### config.mk
export PLATFORM = sky130hd
export DESIGN_NAME = sound_play_ctrl_flat
export DESIGN_NICKNAME = d
export VERILOG_FILES = /design/src/rtl/sound_play_ctrl_if.sv /design/src/rtl/sound_play_ctrl.sv /design/src/flat_wrapper.sv
export SDC_FILE = /design/constraint.sdc
export NUM_CORES = 1
export LEC_CHECK = 0
export ABC_AREA = 1
export BUFFER_PORTS_ARGS = -buffer_cell sky130_fd_sc_hd__clkbuf_2
export CAP_MARGIN = 25
export CORE_AREA = 2 2 190 192
export CTS_CLUSTER_SIZE = 30
export DETAILED_ROUTE_END_ITERATION = 8
export DIE_AREA = 0 0 192 194
export GPL_TIMING_DRIVEN = 0
export PLACE_DENSITY = 0.6
export SKIP_CTS_REPAIR_TIMING = 1
export SLEW_MARGIN = 20
export SYNTH_ARGS = -nofsm -noshare
export SYNTH_HDL_FRONTEND = slang
export SYNTH_SLANG_ARGS = --single-unit
### constraint.sdc
create_clock -name ACLK -period 2.8 [get_ports ACLK]
set_input_delay 0.42 -clock ACLK [delete_from_list [all_inputs] [get_ports ACLK]]
set_output_delay 0.42 -clock ACLK [all_outputs]
set_load 0.01 [all_outputs]
### src/rtl/sound_play_ctrl_if.sv
// Register-bus and DMA-request bundle between sound_play_ctrl and its masters.
interface sound_play_ctrl_if;
  logic [15:0] WRADDR;
  logic [3:0]  BYTEEN;
  logic        WREN;
  logic [31:0] WDATA;
  logic [15:0] RDADDR;
  logic        RDEN;
  logic [31:0] RDATA;
  logic        DMA_REQ;
  logic [31:0] DMA_ADDR;
  logic [15:0] DMA_LEN;
  logic        DMA_ACK;
  logic        DMA_DONE;

  modport master (
    output WRADDR, BYTEEN, WREN, WDATA, RDADDR, RDEN,
    input  RDATA,
    input  DMA_REQ, DMA_ADDR, DMA_LEN,
    output DMA_ACK, DMA_DONE
  );

  modport slave (
    input  WRADDR, BYTEEN, WREN, WDATA, RDADDR, RDEN,
    output RDATA,
    output DMA_REQ, DMA_ADDR, DMA_LEN,
    input  DMA_ACK, DMA_DONE
  );
endinterface

### src/rtl/sound_play_ctrl.sv
// Sound playback register block and STOP/PLAY/PAUSE/FLUSH DMA sequencer.
// Optional end-of-data interrupt enabled by defining SOUND_PLAY_IRQ_EN.
module sound_play_ctrl #(
  parameter logic [15:0] C_BASE_ADDR   = 16'h3000,
  parameter int unsigned C_BURST_BYTES = 64,
  parameter int unsigned C_SPACE_WIDTH = 10
) (
  input  logic                     ACLK,
  input  logic                     ARESET,
  sound_play_ctrl_if.slave         bus,
  input  logic [C_SPACE_WIDTH-1:0] FIFO_SPACE,
  input  logic                     FIFO_EMPTY,
  output logic                     FIFO_FLUSH,
  input  logic                     SND_UNDER,
  input  logic                     SND_OVER,
  output logic                     SND_RUN,
  output logic [7:0]               SND_VOL
`ifdef SOUND_PLAY_IRQ_EN
  ,
  output logic                     IRQ
`endif
);

  localparam int unsigned BURST_WORDS = C_BURST_BYTES / 4;

  localparam logic [1:0] ST_FLUSH = 2'b00;
  localparam logic [1:0] ST_PLAY  = 2'b01;
  localparam logic [1:0] ST_PAUSE = 2'b10;
  localparam logic [1:0] ST_STOP  = 2'b11;

  localparam logic [1:0] CMD_NONE  = 2'b00;
  localparam logic [1:0] CMD_PLAY  = 2'b01;
  localparam logic [1:0] CMD_PAUSE = 2'b10;
  localparam logic [1:0] CMD_STOP  = 2'b11;

  localparam logic [2:0] OFS_START   = 3'd0;
  localparam logic [2:0] OFS_SIZE    = 3'd1;
  localparam logic [2:0] OFS_VOLUME  = 3'd2;
  localparam logic [2:0] OFS_CONTROL = 3'd3;
  localparam logic [2:0] OFS_STATUS  = 3'd4;

  logic [1:0]  state_q, state_d;
  logic [31:0] start_q, start_d;
  logic [31:0] size_q, size_d;
  logic [7:0]  vol_q, vol_d;
  logic        loop_q, loop_d;
  logic [31:0] cur_addr_q, cur_addr_d;
  logic [31:0] remain_q, remain_d;
  logic        outstanding_q, outstanding_d;
  logic        dma_req_q, dma_req_d;
  logic [31:0] dma_addr_q, dma_addr_d;
  logic [15:0] dma_len_q, dma_len_d;
  logic        flush_q, flush_d;
  logic        run_q, run_d;
  logic        under_q, under_d;
  logic        over_q, over_d;
  logic [31:0] rdata_q, rdata_d;
`ifdef SOUND_PLAY_IRQ_EN
  logic        irq_en_q, irq_en_d;
  logic        eod_q, eod_d;
  logic        irq_q, irq_d;
`endif

  logic        wr_hit_c, rd_hit_c, ctrl_wr_c, space_ok_c, end_of_data_c;
  logic [2:0]  wr_ofs_c, rd_ofs_c;
  logic [1:0]  cmd_c;
  logic        unused_c;

  function automatic logic [31:0] be_merge(input logic [31:0] old_v,
                                           input logic [31:0] new_v,
                                           input logic [3:0]  be);
    logic [31:0] r;
    r = old_v;
    for (int i = 0; i < 4; i++) begin
      if (be[i]) r[8*i +: 8] = new_v[8*i +: 8];
    end
    return r;
  endfunction

  assign wr_hit_c  = bus.WREN && (bus.WRADDR[15:5] == C_BASE_ADDR[15:5]);
  assign rd_hit_c  = bus.RDEN && (bus.RDADDR[15:5] == C_BASE_ADDR[15:5]);
  assign wr_ofs_c  = bus.WRADDR[4:2];
  assign rd_ofs_c  = bus.RDADDR[4:2];
  assign ctrl_wr_c = wr_hit_c && (wr_ofs_c == OFS_CONTROL) && bus.BYTEEN[0];
  assign cmd_c     = ctrl_wr_c ? bus.WDATA[1:0] : CMD_NONE;
  assign space_ok_c    = 32'(FIFO_SPACE) >= BURST_WORDS;
  assign end_of_data_c = (remain_q == 32'd0) && !outstanding_q && !dma_req_q;
  assign unused_c      = ^{bus.WRADDR[1:0], bus.RDADDR[1:0]};

  // Next-state: register writes, status events, DMA handshake, then FSM.
  always_comb begin
    state_d       = state_q;
    start_d       = start_q;
    size_d        = size_q;
    vol_d         = vol_q;
    loop_d        = loop_q;
    cur_addr_d    = cur_addr_q;
    remain_d      = remain_q;
    outstanding_d = outstanding_q;
    dma_req_d     = dma_req_q;
    dma_addr_d    = dma_addr_q;
    dma_len_d     = dma_len_q;
    flush_d       = 1'b0;
    under_d       = under_q;
    over_d        = over_q;
    rdata_d       = 32'd0;
`ifdef SOUND_PLAY_IRQ_EN
    irq_en_d      = irq_en_q;
    eod_d         = eod_q;
    irq_d         = eod_q & irq_en_q;
`endif

    if (wr_hit_c) begin
      case (wr_ofs_c)
        OFS_START:  start_d = be_merge(start_q, bus.WDATA, bus.BYTEEN) & ~32'd3;
        OFS_SIZE:   size_d  = be_merge(size_q, bus.WDATA, bus.BYTEEN) & ~32'd3;
        OFS_VOLUME: if (bus.BYTEEN[0]) vol_d = bus.WDATA[7:0];
        OFS_CONTROL: begin
          if (bus.BYTEEN[0]) begin
            loop_d = bus.WDATA[2];
`ifdef SOUND_PLAY_IRQ_EN
            irq_en_d = bus.WDATA[3];
`endif
          end
        end
        OFS_STATUS: begin
          if (bus.BYTEEN[1] && bus.WDATA[8]) under_d = 1'b0;
          if (bus.BYTEEN[1] && bus.WDATA[9]) over_d  = 1'b0;
`ifdef SOUND_PLAY_IRQ_EN
          if (bus.BYTEEN[2] && bus.WDATA[16]) eod_d = 1'b0;
`endif
        end
        default: ;
      endcase
    end

    // Events override a same-cycle clear.
    if (SND_UNDER) under_d = 1'b1;
    if (SND_OVER)  over_d  = 1'b1;

    if (bus.DMA_DONE) outstanding_d = 1'b0;
    if (bus.DMA_ACK && dma_req_q) begin
      dma_req_d     = 1'b0;
      cur_addr_d    = cur_addr_q + 32'(dma_len_q);
      remain_d      = remain_q - 32'(dma_len_q);
      outstanding_d = 1'b1;
    end

    case (state_q)
      ST_STOP: begin
        if (cmd_c == CMD_PLAY && size_q != 32'd0) begin
          cur_addr_d = start_q;
          remain_d   = size_q;
          state_d    = ST_PLAY;
        end
      end
      ST_PLAY: begin
        if (cmd_c == CMD_PAUSE) begin
          state_d = ST_PAUSE;
        end else if (cmd_c == CMD_STOP) begin
          state_d = ST_FLUSH;
        end else if (end_of_data_c) begin
`ifdef SOUND_PLAY_IRQ_EN
          eod_d = 1'b1;
`endif
          if (loop_q) begin
            cur_addr_d = start_q;
            remain_d   = size_q;
          end else if (FIFO_EMPTY) begin
            state_d = ST_STOP;
          end
        end else if (!dma_req_q && !outstanding_q && space_ok_c) begin
          dma_req_d  = 1'b1;
          dma_addr_d = cur_addr_q;
          dma_len_d  = (remain_q < C_BURST_BYTES) ? remain_q[15:0] : 16'(C_BURST_BYTES);
        end
      end
      ST_PAUSE: begin
        if (cmd_c == CMD_PLAY) begin
          state_d = ST_PLAY;
        end else if (cmd_c == CMD_STOP) begin
          state_d = ST_FLUSH;
        end
      end
      ST_FLUSH: begin
        // Handshake results of this cycle count, so the flush follows DONE directly.
        if (!dma_req_d && !outstanding_d) begin
          flush_d = 1'b1;
          state_d = ST_STOP;
        end
      end
      default: state_d = ST_STOP;
    endcase

    run_d = (state_d == ST_PLAY);

    if (rd_hit_c) begin
      case (rd_ofs_c)
        OFS_START:   rdata_d = start_q;
        OFS_SIZE:    rdata_d = size_q;
        OFS_VOLUME:  rdata_d = {24'd0, vol_q};
`ifdef SOUND_PLAY_IRQ_EN
        OFS_CONTROL: rdata_d = {28'd0, irq_en_q, loop_q, state_q};
        OFS_STATUS:  rdata_d = {15'd0, eod_q, 6'd0, over_q, under_q, 6'd0, dma_req_q, outstanding_q};
`else
        OFS_CONTROL: rdata_d = {29'd0, loop_q, state_q};
        OFS_STATUS:  rdata_d = {22'd0, over_q, under_q, 6'd0, dma_req_q, outstanding_q};
`endif
        default:     rdata_d = 32'd0;
      endcase
    end
  end

  // State registers with synchronous reset.
  always_ff @(posedge ACLK) begin
    if (ARESET) begin
      state_q       <= ST_STOP;
      start_q       <= 32'd0;
      size_q        <= 32'd0;
      vol_q         <= 8'd0;
      loop_q        <= 1'b0;
      cur_addr_q    <= 32'd0;
      remain_q      <= 32'd0;
      outstanding_q <= 1'b0;
      dma_req_q     <= 1'b0;
      dma_addr_q    <= 32'd0;
      dma_len_q     <= 16'd0;
      flush_q       <= 1'b0;
      run_q         <= 1'b0;
      under_q       <= 1'b0;
      over_q        <= 1'b0;
      rdata_q       <= 32'd0;
`ifdef SOUND_PLAY_IRQ_EN
      irq_en_q      <= 1'b0;
      eod_q         <= 1'b0;
      irq_q         <= 1'b0;
`endif
    end else begin
      state_q       <= state_d;
      start_q       <= start_d;
      size_q        <= size_d;
      vol_q         <= vol_d;
      loop_q        <= loop_d;
      cur_addr_q    <= cur_addr_d;
      remain_q      <= remain_d;
      outstanding_q <= outstanding_d;
      dma_req_q     <= dma_req_d;
      dma_addr_q    <= dma_addr_d;
      dma_len_q     <= dma_len_d;
      flush_q       <= flush_d;
      run_q         <= run_d;
      under_q       <= under_d;
      over_q        <= over_d;
      rdata_q       <= rdata_d;
`ifdef SOUND_PLAY_IRQ_EN
      irq_en_q      <= irq_en_d;
      eod_q         <= eod_d;
      irq_q         <= irq_d;
`endif
    end
  end

  assign bus.RDATA    = rdata_q;
  assign bus.DMA_REQ  = dma_req_q;
  assign bus.DMA_ADDR = dma_addr_q;
  assign bus.DMA_LEN  = dma_len_q;
  assign FIFO_FLUSH   = flush_q;
  assign SND_RUN      = run_q;
  assign SND_VOL      = vol_q;
`ifdef SOUND_PLAY_IRQ_EN
  assign IRQ          = irq_q;
`endif

endmodule

### src/flat_wrapper.sv
// flat-port wrapper written by rule: the top's interface ports become plain ports
module sound_play_ctrl_flat 
#(
  parameter logic [15:0] C_BASE_ADDR   = 16'h3000,
  parameter int unsigned C_BURST_BYTES = 64,
  parameter int unsigned C_SPACE_WIDTH = 10
)
  (ACLK, ARESET, FIFO_SPACE, FIFO_EMPTY, FIFO_FLUSH, SND_UNDER, SND_OVER, SND_RUN, SND_VOL, bus_WRADDR, bus_BYTEEN, bus_WREN, bus_WDATA, bus_RDADDR, bus_RDEN, bus_RDATA, bus_DMA_REQ, bus_DMA_ADDR, bus_DMA_LEN, bus_DMA_ACK, bus_DMA_DONE);
  sound_play_ctrl_if bus_i ();
  input  logic ACLK;
  input  logic ARESET;
  input  logic [C_SPACE_WIDTH-1:0] FIFO_SPACE;
  input  logic FIFO_EMPTY;
  output logic FIFO_FLUSH;
  input  logic SND_UNDER;
  input  logic SND_OVER;
  output logic SND_RUN;
  output logic [7:0] SND_VOL;
  input wire logic [$bits(bus_i.WRADDR)-1:0] bus_WRADDR;
  input wire logic [$bits(bus_i.BYTEEN)-1:0] bus_BYTEEN;
  input wire logic [$bits(bus_i.WREN)-1:0] bus_WREN;
  input wire logic [$bits(bus_i.WDATA)-1:0] bus_WDATA;
  input wire logic [$bits(bus_i.RDADDR)-1:0] bus_RDADDR;
  input wire logic [$bits(bus_i.RDEN)-1:0] bus_RDEN;
  output wire logic [$bits(bus_i.RDATA)-1:0] bus_RDATA;
  output wire logic [$bits(bus_i.DMA_REQ)-1:0] bus_DMA_REQ;
  output wire logic [$bits(bus_i.DMA_ADDR)-1:0] bus_DMA_ADDR;
  output wire logic [$bits(bus_i.DMA_LEN)-1:0] bus_DMA_LEN;
  input wire logic [$bits(bus_i.DMA_ACK)-1:0] bus_DMA_ACK;
  input wire logic [$bits(bus_i.DMA_DONE)-1:0] bus_DMA_DONE;
  assign bus_i.WRADDR = bus_WRADDR;
  assign bus_i.BYTEEN = bus_BYTEEN;
  assign bus_i.WREN = bus_WREN;
  assign bus_i.WDATA = bus_WDATA;
  assign bus_i.RDADDR = bus_RDADDR;
  assign bus_i.RDEN = bus_RDEN;
  assign bus_RDATA = bus_i.RDATA;
  assign bus_DMA_REQ = bus_i.DMA_REQ;
  assign bus_DMA_ADDR = bus_i.DMA_ADDR;
  assign bus_DMA_LEN = bus_i.DMA_LEN;
  assign bus_i.DMA_ACK = bus_DMA_ACK;
  assign bus_i.DMA_DONE = bus_DMA_DONE;
  sound_play_ctrl #(.C_BASE_ADDR(C_BASE_ADDR), .C_BURST_BYTES(C_BURST_BYTES), .C_SPACE_WIDTH(C_SPACE_WIDTH)) u_core (.ACLK(ACLK), .ARESET(ARESET), .bus(bus_i), .FIFO_SPACE(FIFO_SPACE), .FIFO_EMPTY(FIFO_EMPTY), .FIFO_FLUSH(FIFO_FLUSH), .SND_UNDER(SND_UNDER), .SND_OVER(SND_OVER), .SND_RUN(SND_RUN), .SND_VOL(SND_VOL));
endmodule
==> metrics.md <==
| Metric | Value |
|---|---|
| Worst Path Max Fanout | `10` |
| DR iter-0 viols | `1100` |
| CTS tree | `yes` |
| Rel. slew slack | `0.423` |
| Die area | `0.0372 sq mm` |
| Critical path required time | `3240 ps` |
| CTS H-tree lvls | `1` |
| Seq/Total Area, Yosys | `0.375` |
| Initial Util | `0.335` |
| Root buf cell | `clkbuf_16` |
| First-pass GRT wire length | `67200 um` |
| Synthesized area | `0.0118 sq mm` |
| Critical path type | `reg -> reg` |
| Area delta synth->final | `19.2%` |
| Nets@finish | `2144` |
| YS warnings | `0` |
| Status | `completed` |
| Number of global-route vias before repair | `11775` |
| Seq cells post-synth | `221` |
| Die width | `192 um` |
| Setup TNS | `0 ps` |
| DRT Pass-1 Iters | `6` |
| Rows | `69` |
| CP arrival | `3120 ps` |
| TritonCTS Buffers | `26` |
| # IOs | `178` |
| GR Overflow Total | `0` |
| Syn Nets | `1948` |
| Clock buffer depth | `3` |
| Drt via density | `4.99` |
| Placer congestion estimate | `0.973` |
| Pwr dens | `480 mW/mm^2` |
| Clock Skew | `39.5 ps` |
| Total global-route track usage | `0.233` |
| VDD IR max | `0.422 mV` |
| Core Footprint | `0.0352 sq mm` |
| Slew @ Worst Pin | `866 ps` |
| Initial antenna violation count | `1` |
| Vias | `12485` |
| Post-synth ARST share | `0` |
| Setup violators final | `0` |
| Synth Instances | `1826` |
| Most common flop cell mapped by yosys | `dfxtp_1` |
| Class of the worst hold path | `in -> reg` |
| Clk sinks | `221` |
| Crit path launch type | `flop` |
| RSZ-0062 raised after global routing | `false` |
| Final Hold Fails | `0` |
| DIE HEIGHT | `194 um` |
| Setup crit end kind | `flop` |
| Syn Area/Cell | `6.46 sq um` |
| Largest net degree at the start of global routing | `15` |
| Final Max Slew Viols | `0` |
| WL final | `44300 um` |
| Post-layout minimum cycle time | `2680 ps` |
| DR WL/cell | `17.7 um` |
| Reg clk slew, reported paths | `60 ps` |
| Residual DRC | `0` |
| Final worst-path cycle share | `0.957` |
| Share of layout cells above drive strength 1 | `0.124` |
| Hpwl dp | `35300 um` |
| Max-cap violations | `0` |
| F_max | `373 MHz` |
| Tot Pwr | `6740 uW` |
| # diodes | `0` |
| LEAKAGE | `0.00628 uW` |
| Synth unique cells | `45` |
| Number of synthesized flops with an enable pin | `0` |
| Clock Latency Late Sink | `570 ps` |
| I/O Buffers | `168` |
| Post-DRT Antenna Nets | `0` |
cell usage after synthesis, types with 14 or more instances:
cell      number  share of area
nand2_1      490           0.16
inv_1        237          0.075
dfxtp_1      221           0.38
a21oi_1      211          0.090
nor2_1       200          0.064
o21ai_0      132          0.056
nand3_1       91          0.039
clkbuf_1      47          0.015
ha_1          33          0.035
nand4_1       29          0.015
nor3_1        25          0.011
buf_2         14         0.0059
state kept, by name, summed over array words and instances, names as in the netlist:
name                  cells
u_core.FIFO_FLUSH         1
u_core.SND_RUN            1
u_core.SND_VOL            8
u_core.bus.DMA_ADDR      32
u_core.bus.DMA_LEN       16
u_core.bus.DMA_REQ        1
u_core.bus.RDATA         32
u_core.cur_addr_q        32
u_core.loop_q             1
u_core.outstanding_q      1
u_core.over_q             1
u_core.remain_q          32
u_core.size_q            30
u_core.start_q           30
u_core.state_q            2
u_core.under_q            1
where the power goes:
group,switching [uW],internal [uW]
Clock,1430,1920
Sequential,1.09,3150
Combinational,174,72.8
Total,1600,5140
final timing paths:
check,from,to,slack [ps],cells past startpoint
setup / recovery,u_core.bus.DMA_REQ,u_core.cur_addr_q[14],120,8
hold reg to reg,u_core.SND_VOL[4],u_core.SND_VOL[4],460,2
hold / removal,SND_OVER,u_core.over_q,80,3
setup reg to reg,u_core.bus.DMA_REQ,u_core.cur_addr_q[14],120,8
area by class of cell:
class                   count  area (sq um)
multi-input cells        1294          6160
fillers                  3864         21200
repair buffers            168           841
well taps                 461           577
plain buffers              69           303
clock inverters            12           119
inverters                 242           908
clock buffers              35           724
flip-flops and latches    221          4420
worst max-delay path: stages, from the launching register on:
cell and delay (ps):
dfxtp_1 420, nand2_1 100, inv_1 150, clkbuf_1 470, buf_1 640, o21ai_0 360
nand2_1 130, nand2_1 50, nor2_1 230
routing by layer:
| layer | wire length, um | vias to the layer above | GRT usage |
|---|---|---|---|
| met5 | 13 | - | 0 |
| met4 | 1360 | 2 | 0.0679 |
| met3 | 2690 | 80 | 0.0239 |
| met1 | 21000 | 5687 | 0.335 |
| met2 | 19300 | 446 | 0.368 |
| li1 | - | 6270 | - |
cell families (layout without fill, tap and decap cells):
family / Yosys count / after routing / share of synthesized area
compound gates: 369 / 369 / 0.161
buf+inv: 311 / 526 / 0.103
flops: 221 / 221 / 0.375
fa+ha+maj: 35 / 35 / 0.0384
simple gates: 879 / 879 / 0.314
xor+xnor: 11 / 11 / 0.00817
stage by stage:
stage	instance area (sq um)	utilization	hold slack [ps]	cells	setup WS (ps)
2_1_floorplan	11800	-	434	1826	763
3_3_place_gp	13200	0.375	451	2455	34.5
3_5_place_dp	13200	0.375	455	2455	32.8
4_1_cts	14100	0.399	59.4	2502	174
5_1_grt	14100	0.399	87.2	2502	0.503
6_report	14100	0.399	77.9	2502	119
layout by cell type (no fill, tap or decap), types with 6 or more instances in the layout:
cell type,instances
a21oi_1,211
a31oi_1,8
buf_2,14
clkbuf_1,52
clkbuf_16,26
clkbuf_2,168
clkinv_2,7
dfxtp_1,221
ha_1,33
inv_1,237
nand2_1,490
nand3_1,91
nand3b_1,6
nand4_1,29
nor2_1,200
nor3_1,25
nor4_1,13
o21ai_0,132
o21bai_1,6
or2_2,8
xnor2_1,9
Note: power is estimated with default switching activity, not from simulation.
